<file path="src/rtl/pll_cfg_pkg.sv">
// pll_cfg_pkg: DRP widths, controller states and the PLL reconfiguration profile tables.
package pll_cfg_pkg;
  localparam int ADDR_W  = 7;
  localparam int DATA_W  = 16;
  localparam int ENTRIES = 4;
  localparam int IDX_W   = 2;
  typedef enum logic [2:0] {IDLE, RST_ASSERT, RD, RD_WAIT, WR, WR_WAIT, LOCK_WAIT} state_t;
  typedef struct packed {
    logic [ADDR_W-1:0] addr;
    logic [DATA_W-1:0] mask;
    logic [DATA_W-1:0] data;
  } cfg_entry;
  // Masks keep the reserved/unrelated bits of each register from the read-back value.
  localparam cfg_entry PROFILE0 [ENTRIES] = '{
    '{7'h08, 16'h1000, 16'h0208},
    '{7'h09, 16'h8000, 16'h0000},
    '{7'h14, 16'h1000, 16'h0104},
    '{7'h15, 16'h8000, 16'h0000}
  };
  localparam cfg_entry PROFILE1 [ENTRIES] = '{
    '{7'h08, 16'h1000, 16'h0186},
    '{7'h09, 16'h8000, 16'h0000},
    '{7'h14, 16'h1000, 16'h0145},
    '{7'h15, 16'h8000, 16'h0080}
  };
endpackage

</file>
<file path="src/rtl/pll_cfg_rom.sv">
// pll_cfg_rom: combinational lookup of a profile table entry by {profile, index}.
module pll_cfg_rom import pll_cfg_pkg::*; (
  input  logic             i_profile,
  input  logic [IDX_W-1:0] i_index,
  output cfg_entry         o_entry
);
  assign o_entry = i_profile ? PROFILE1[i_index] : PROFILE0[i_index];
endmodule

</file>
<file path="src/rtl/pll_reconfig_ctrl.sv">
// pll_reconfig_ctrl: holds the PLL in reset, read-modify-writes a DRP profile, then waits for lock.
module pll_reconfig_ctrl import pll_cfg_pkg::*; #(
  parameter int NUM_WRITES   = 4,
  parameter int RST_HOLD     = 4,
  parameter int DRP_TIMEOUT  = 64,
  parameter int LOCK_TIMEOUT = 65535
) (
  input  logic              i_clk,
  input  logic              i_reset,
  input  logic              i_start,
  input  logic              i_profile,
  output logic              o_busy,
  output logic              o_done,
  output logic              o_error,
  output logic              o_clk_ok,
  output logic              o_pll_rst,
  input  logic              i_pll_locked,
  output logic [ADDR_W-1:0] o_daddr,
  output logic [DATA_W-1:0] o_di,
  input  logic [DATA_W-1:0] i_do,
  output logic              o_den,
  output logic              o_dwe,
  input  logic              i_drdy
);
  localparam logic [15:0] RST_LAST  = 16'(RST_HOLD - 1);
  localparam logic [15:0] DRP_LAST  = 16'(DRP_TIMEOUT - 1);
  localparam logic [15:0] LOCK_LAST = 16'(LOCK_TIMEOUT - 1);
  localparam logic [IDX_W-1:0] IDX_LAST = IDX_W'(NUM_WRITES - 1);
  state_t           r_state, w_next;
  logic [15:0]      r_cnt;
  logic [IDX_W-1:0] r_idx, w_idx;
  logic             r_prof, w_prof, r_meta, r_lock_s, w_accept, w_timeout;
  cfg_entry         w_entry;
  // The ROM is addressed with next-cycle index/profile so outputs can be registered on state entry.
  pll_cfg_rom u_rom (.i_profile(w_prof), .i_index(w_idx), .o_entry(w_entry));
  assign w_accept = (r_state == IDLE) && i_start && !o_done;
  assign w_prof   = w_accept ? i_profile : r_prof;
  always_comb begin
    w_next    = r_state;
    w_idx     = r_idx;
    w_timeout = 1'b0;
    case (r_state)
      IDLE:       if (w_accept) begin w_next = RST_ASSERT; w_idx = '0; end
      RST_ASSERT: if (r_cnt == RST_LAST) w_next = RD;
      RD:         w_next = RD_WAIT;
      RD_WAIT:    if (i_drdy) w_next = WR;
                  else if (r_cnt == DRP_LAST) begin w_next = IDLE; w_timeout = 1'b1; end
      WR:         w_next = WR_WAIT;
      WR_WAIT:    if (i_drdy) begin
                    w_next = (r_idx == IDX_LAST) ? LOCK_WAIT : RD;
                    w_idx  = (r_idx == IDX_LAST) ? r_idx : r_idx + IDX_W'(1);
                  end else if (r_cnt == DRP_LAST) begin w_next = IDLE; w_timeout = 1'b1; end
      LOCK_WAIT:  if (r_lock_s) w_next = IDLE;
                  else if (r_cnt == LOCK_LAST) begin w_next = IDLE; w_timeout = 1'b1; end
      default:    w_next = IDLE;
    endcase
  end
  always_ff @(posedge i_clk) begin
    if (i_reset) begin
      r_state   <= IDLE;
      r_cnt     <= '0;
      r_idx     <= '0;
      r_prof    <= 1'b0;
      r_meta    <= 1'b0;
      r_lock_s  <= 1'b0;
      o_busy    <= 1'b0;
      o_done    <= 1'b0;
      o_error   <= 1'b0;
      o_clk_ok  <= 1'b0;
      o_pll_rst <= 1'b0;
      o_den     <= 1'b0;
      o_dwe     <= 1'b0;
      o_daddr   <= '0;
      o_di      <= '0;
    end else begin
      r_meta    <= i_pll_locked;
      r_lock_s  <= r_meta;
      r_state   <= w_next;
      r_cnt     <= (w_next != r_state) ? '0 : r_cnt + 16'd1;
      r_idx     <= w_idx;
      r_prof    <= w_prof;
      o_busy    <= w_next != IDLE;
      o_done    <= (r_state == LOCK_WAIT) && r_lock_s;
      o_error   <= w_timeout || (o_error && !w_accept);
      o_clk_ok  <= r_lock_s && !o_busy;
      o_pll_rst <= w_next inside {RST_ASSERT, RD, RD_WAIT, WR, WR_WAIT};
      o_den     <= w_next inside {RD, WR};
      o_dwe     <= w_next == WR;
      if (w_next == RD) o_daddr <= w_entry.addr;
      if (r_state == RD_WAIT && i_drdy) o_di <= (i_do & w_entry.mask) | w_entry.data;
    end
  end
endmodule

</file>
<file path="config.mk">
export PLATFORM = sky130hd
export DESIGN_NAME = pll_reconfig_ctrl
export DESIGN_NICKNAME = d
export VERILOG_FILES = /design/src/rtl/pll_cfg_pkg.sv /design/src/rtl/pll_cfg_rom.sv /design/src/rtl/pll_reconfig_ctrl.sv
export SDC_FILE = /design/constraint.sdc
export NUM_CORES = 1
export LEC_CHECK = 0
export ABC_AREA = 1
export ABC_CLOCK_PERIOD_IN_PS = 5250
export CORE_UTILIZATION = 40
export DETAILED_ROUTE_END_ITERATION = 12
export GPL_ROUTABILITY_DRIVEN = 0
export PLACE_DENSITY = 0.72
export SYNTH_ARGS = -nofsm -noshare
export SYNTH_HDL_FRONTEND = slang
export SYNTH_SLANG_ARGS = --single-unit
</file>
<file path="constraint.sdc">
create_clock -name i_clk -period 5.25 [get_ports i_clk]
set_clock_uncertainty 0.1 [all_clocks]
set_input_delay 0.525 -clock i_clk [delete_from_list [all_inputs] [get_ports i_clk]]
set_output_delay 0.525 -clock i_clk [all_outputs]
set_load 0.02 [all_outputs]
</file>
==> run summary <==
outcome: complete, no violations
post-route minimum period: 2.23 ns
unrepaired setup endpoints after global routing: no
# fillers: 454
# diodes: 0
Leak: 0.986 nW
WP buf/inv: 2
WP data required: 5.31 ns
initial antenna violation count: 0
CTS clock-pin slew for the worst setup and hold paths: 0.08 ns
CP top delay family: buffers and inverters
synth unique cells: 33
CP max FO: 16
area of the multi-input gates: 1020 um2
worst skew pair latency: 0.30 ns
Clock Tree Root: clkbuf_8
nets: 323
Post-Layout Inst Area: 2440 um2
Initial Utilization: 0.424
R2R Setup Slk: 3.15 ns
Sink Count: 41
critical path's largest stage delay: 0.83 ns
FP Rows: 25
critical path type: input pin to flop
WP data arrival: 2.29 ns
Avg Cell Area, Syn: 7.59 um2
Setup crit start kind: input pin
setup ws final: 3.02 ns
initial DRC count: 66
# Post-CTS Setup Buffers: 0
commonest non-fill, non-tap cell in the layout: nand2_1
GR Util All Layers: 0.153
sw frac: 0.241
post-cts resize count: 0
I/O pins: 52
Slew Viols, Final: 0
DRC viols: 0
CTS tree: done
worst hold path class: flop to flop
DP Area: 2320 um2
Die Ht: 73.7 um
internal power: 477 uW
register area share after synthesis: 0.399
Cells after DPL: 357
PD cells: 258 nW/um2
Post-DRT Antenna Nets: 0
I/O Buffers: 28
post-place setup slack: 2.69 ns
most frequent cells in the layout: 49 x nand2_1, 41 x dfxtp_1, 37 x nor2_1
layout cells sized above 1: 0.141
EDFF count, synth: 0
Gate power share: 0.082
CTS Buf Count: 5
DR vias: 1669
largest net degree at the start of global routing: 17
endpoint class of the critical path: flop
Layout area overhead: 18.5%
worst path cell trace: clkdlybuf4s50_1 -> inv_1 -> nand2_1 -> nor2_2 -> o211ai_4 -> nor2_1
Die X: 73.7 um
Overflow after GRT: 0
Yosys Warn Count: 0
Post-synth top flop: dfxtp_1
maximum capacitance violations: 0
Seq cells post-synth: 41
Async S/R FF share, synth: 0
Seq pwr share: 0.510
mapped cell area: 2060 um2
vias in the first global route: 1487
worst rel slew slack: 0.594
fmax: 448 MHz
global-route wire length before repair: 6360 um
DP HPWL: 2750 um
TNS Setup: 0 ns
Max VDD drop: 0.159 mV
P_sw: 152 uW
hold-fix buffers at CTS: 0
Worst-Margin Slew: 0.606 ns
final wirelength: 3720 um
WL per Instance: 10.2 um
final setup fails: 0
CP max stage cell: clkdlybuf4s50_1
Post-Syn Instances: 271
DR vias/cell: 4.57
period utilization: 0.425
Hold Vio Cnt, Final: 0
post-route insts no fill: 365
DRT Pass-1 Iters: 4
Clk pwr share: 0.408
full die area: 5430 um2
Reg area: 821 um2
clock buffer depth: 2
H-tree Lvls: 2
Std-Cell Core Area: 4850 um2
[worst min-delay path: stages, from the launching register on]
cell and delay (ns):
dfxtp_1 0.30, inv_1 0.04, nor2_1 0.03
[flip-flops by register name, indices dropped and copies added (netlist names), 2 cells and up]
name	flops
r_idx	2
r_state	3
r_cnt	16
o_daddr	3
o_di	7
[synthesized netlist by cell type (2+ instances only)]
cell	count	area [um2]
nand4_1	4	25.0
nand2_1	49	184
a21oi_1	10	50.1
nand3_1	15	75.1
nor2_4	2	22.5
o21ai_0	7	35.0
nor2_2	15	93.8
buf_4	13	97.6
nor3_1	5	25.0
nor2_1	37	139
xor2_1	6	52.6
dfxtp_1	41	821
ha_1	4	50.1
a31oi_1	2	12.5
buf_2	2	10.0
inv_1	30	113
xnor2_1	6	52.6
nand3_2	3	30.0
nand2_2	6	37.5
[power groups by stage]
stage	sequential (mW)	combinational, mW	clock, mW
6_report	0.321	0.0513	0.257
2_1_floorplan	0.330	0.0410	0
3_5_place_dp	0.328	0.0513	0
5_1_grt	0.322	0.0571	0.274
4_1_cts	0.321	0.0517	0.261
3_3_place_gp	0.328	0.0510	0
[path summary, 6_finish.rpt]
kind	depth (start not counted)	start	endpoint
setup / recovery	6	i_reset	r_cnt[13]
hold / removal	2	r_meta	r_lock_s
setup reg to reg	8	r_cnt[0]	r_cnt[13]
hold reg to reg	2	r_meta	r_lock_s
[per-layer routing]
metal | wire length, um | share of wire | global-route usage
met5 | 0 | 0 | 0
met4 | 70 | 0.019 | 0.0705
met3 | 153 | 0.041 | 0.0329
met2 | 1720 | 0.46 | 0.238
met1 | 1770 | 0.48 | 0.201
[through the flow]
step | utilization | power [mW] | hold slack (ns)
after floorplan | - | 0.371 | 0.288
after global placement | 0.479 | 0.379 | 0.290
after detailed placement | 0.479 | 0.379 | 0.292
after CTS | 0.502 | 0.634 | 0.303
after global routing | 0.502 | 0.652 | 0.324
final | 0.502 | 0.628 | 0.302
[final cells by class]
| class | count | area share |
|---|---|---|
| tap | 67 | 0.0344 |
| sequential | 41 | 0.337 |
| multi-input combinational | 190 | 0.420 |
| clock inverter | 3 | 0.0180 |
| clock buffer | 5 | 0.0282 |
| inverter | 31 | 0.0478 |
| timing repair buffer | 28 | 0.115 |
[cells by family after synthesis]
logic type	Yosys count	synth area share
adder cells (fa/ha/maj)	4	0.0243
flip-flops	41	0.399
buffers and inverters	48	0.118
XOR/XNOR	12	0.0511
AO/OA/AOI/OAI	24	0.0743
other	1	0.00182
AND/OR/NAND/NOR	141	0.331
No activity file was read; power rests on OpenSTA's default activity.
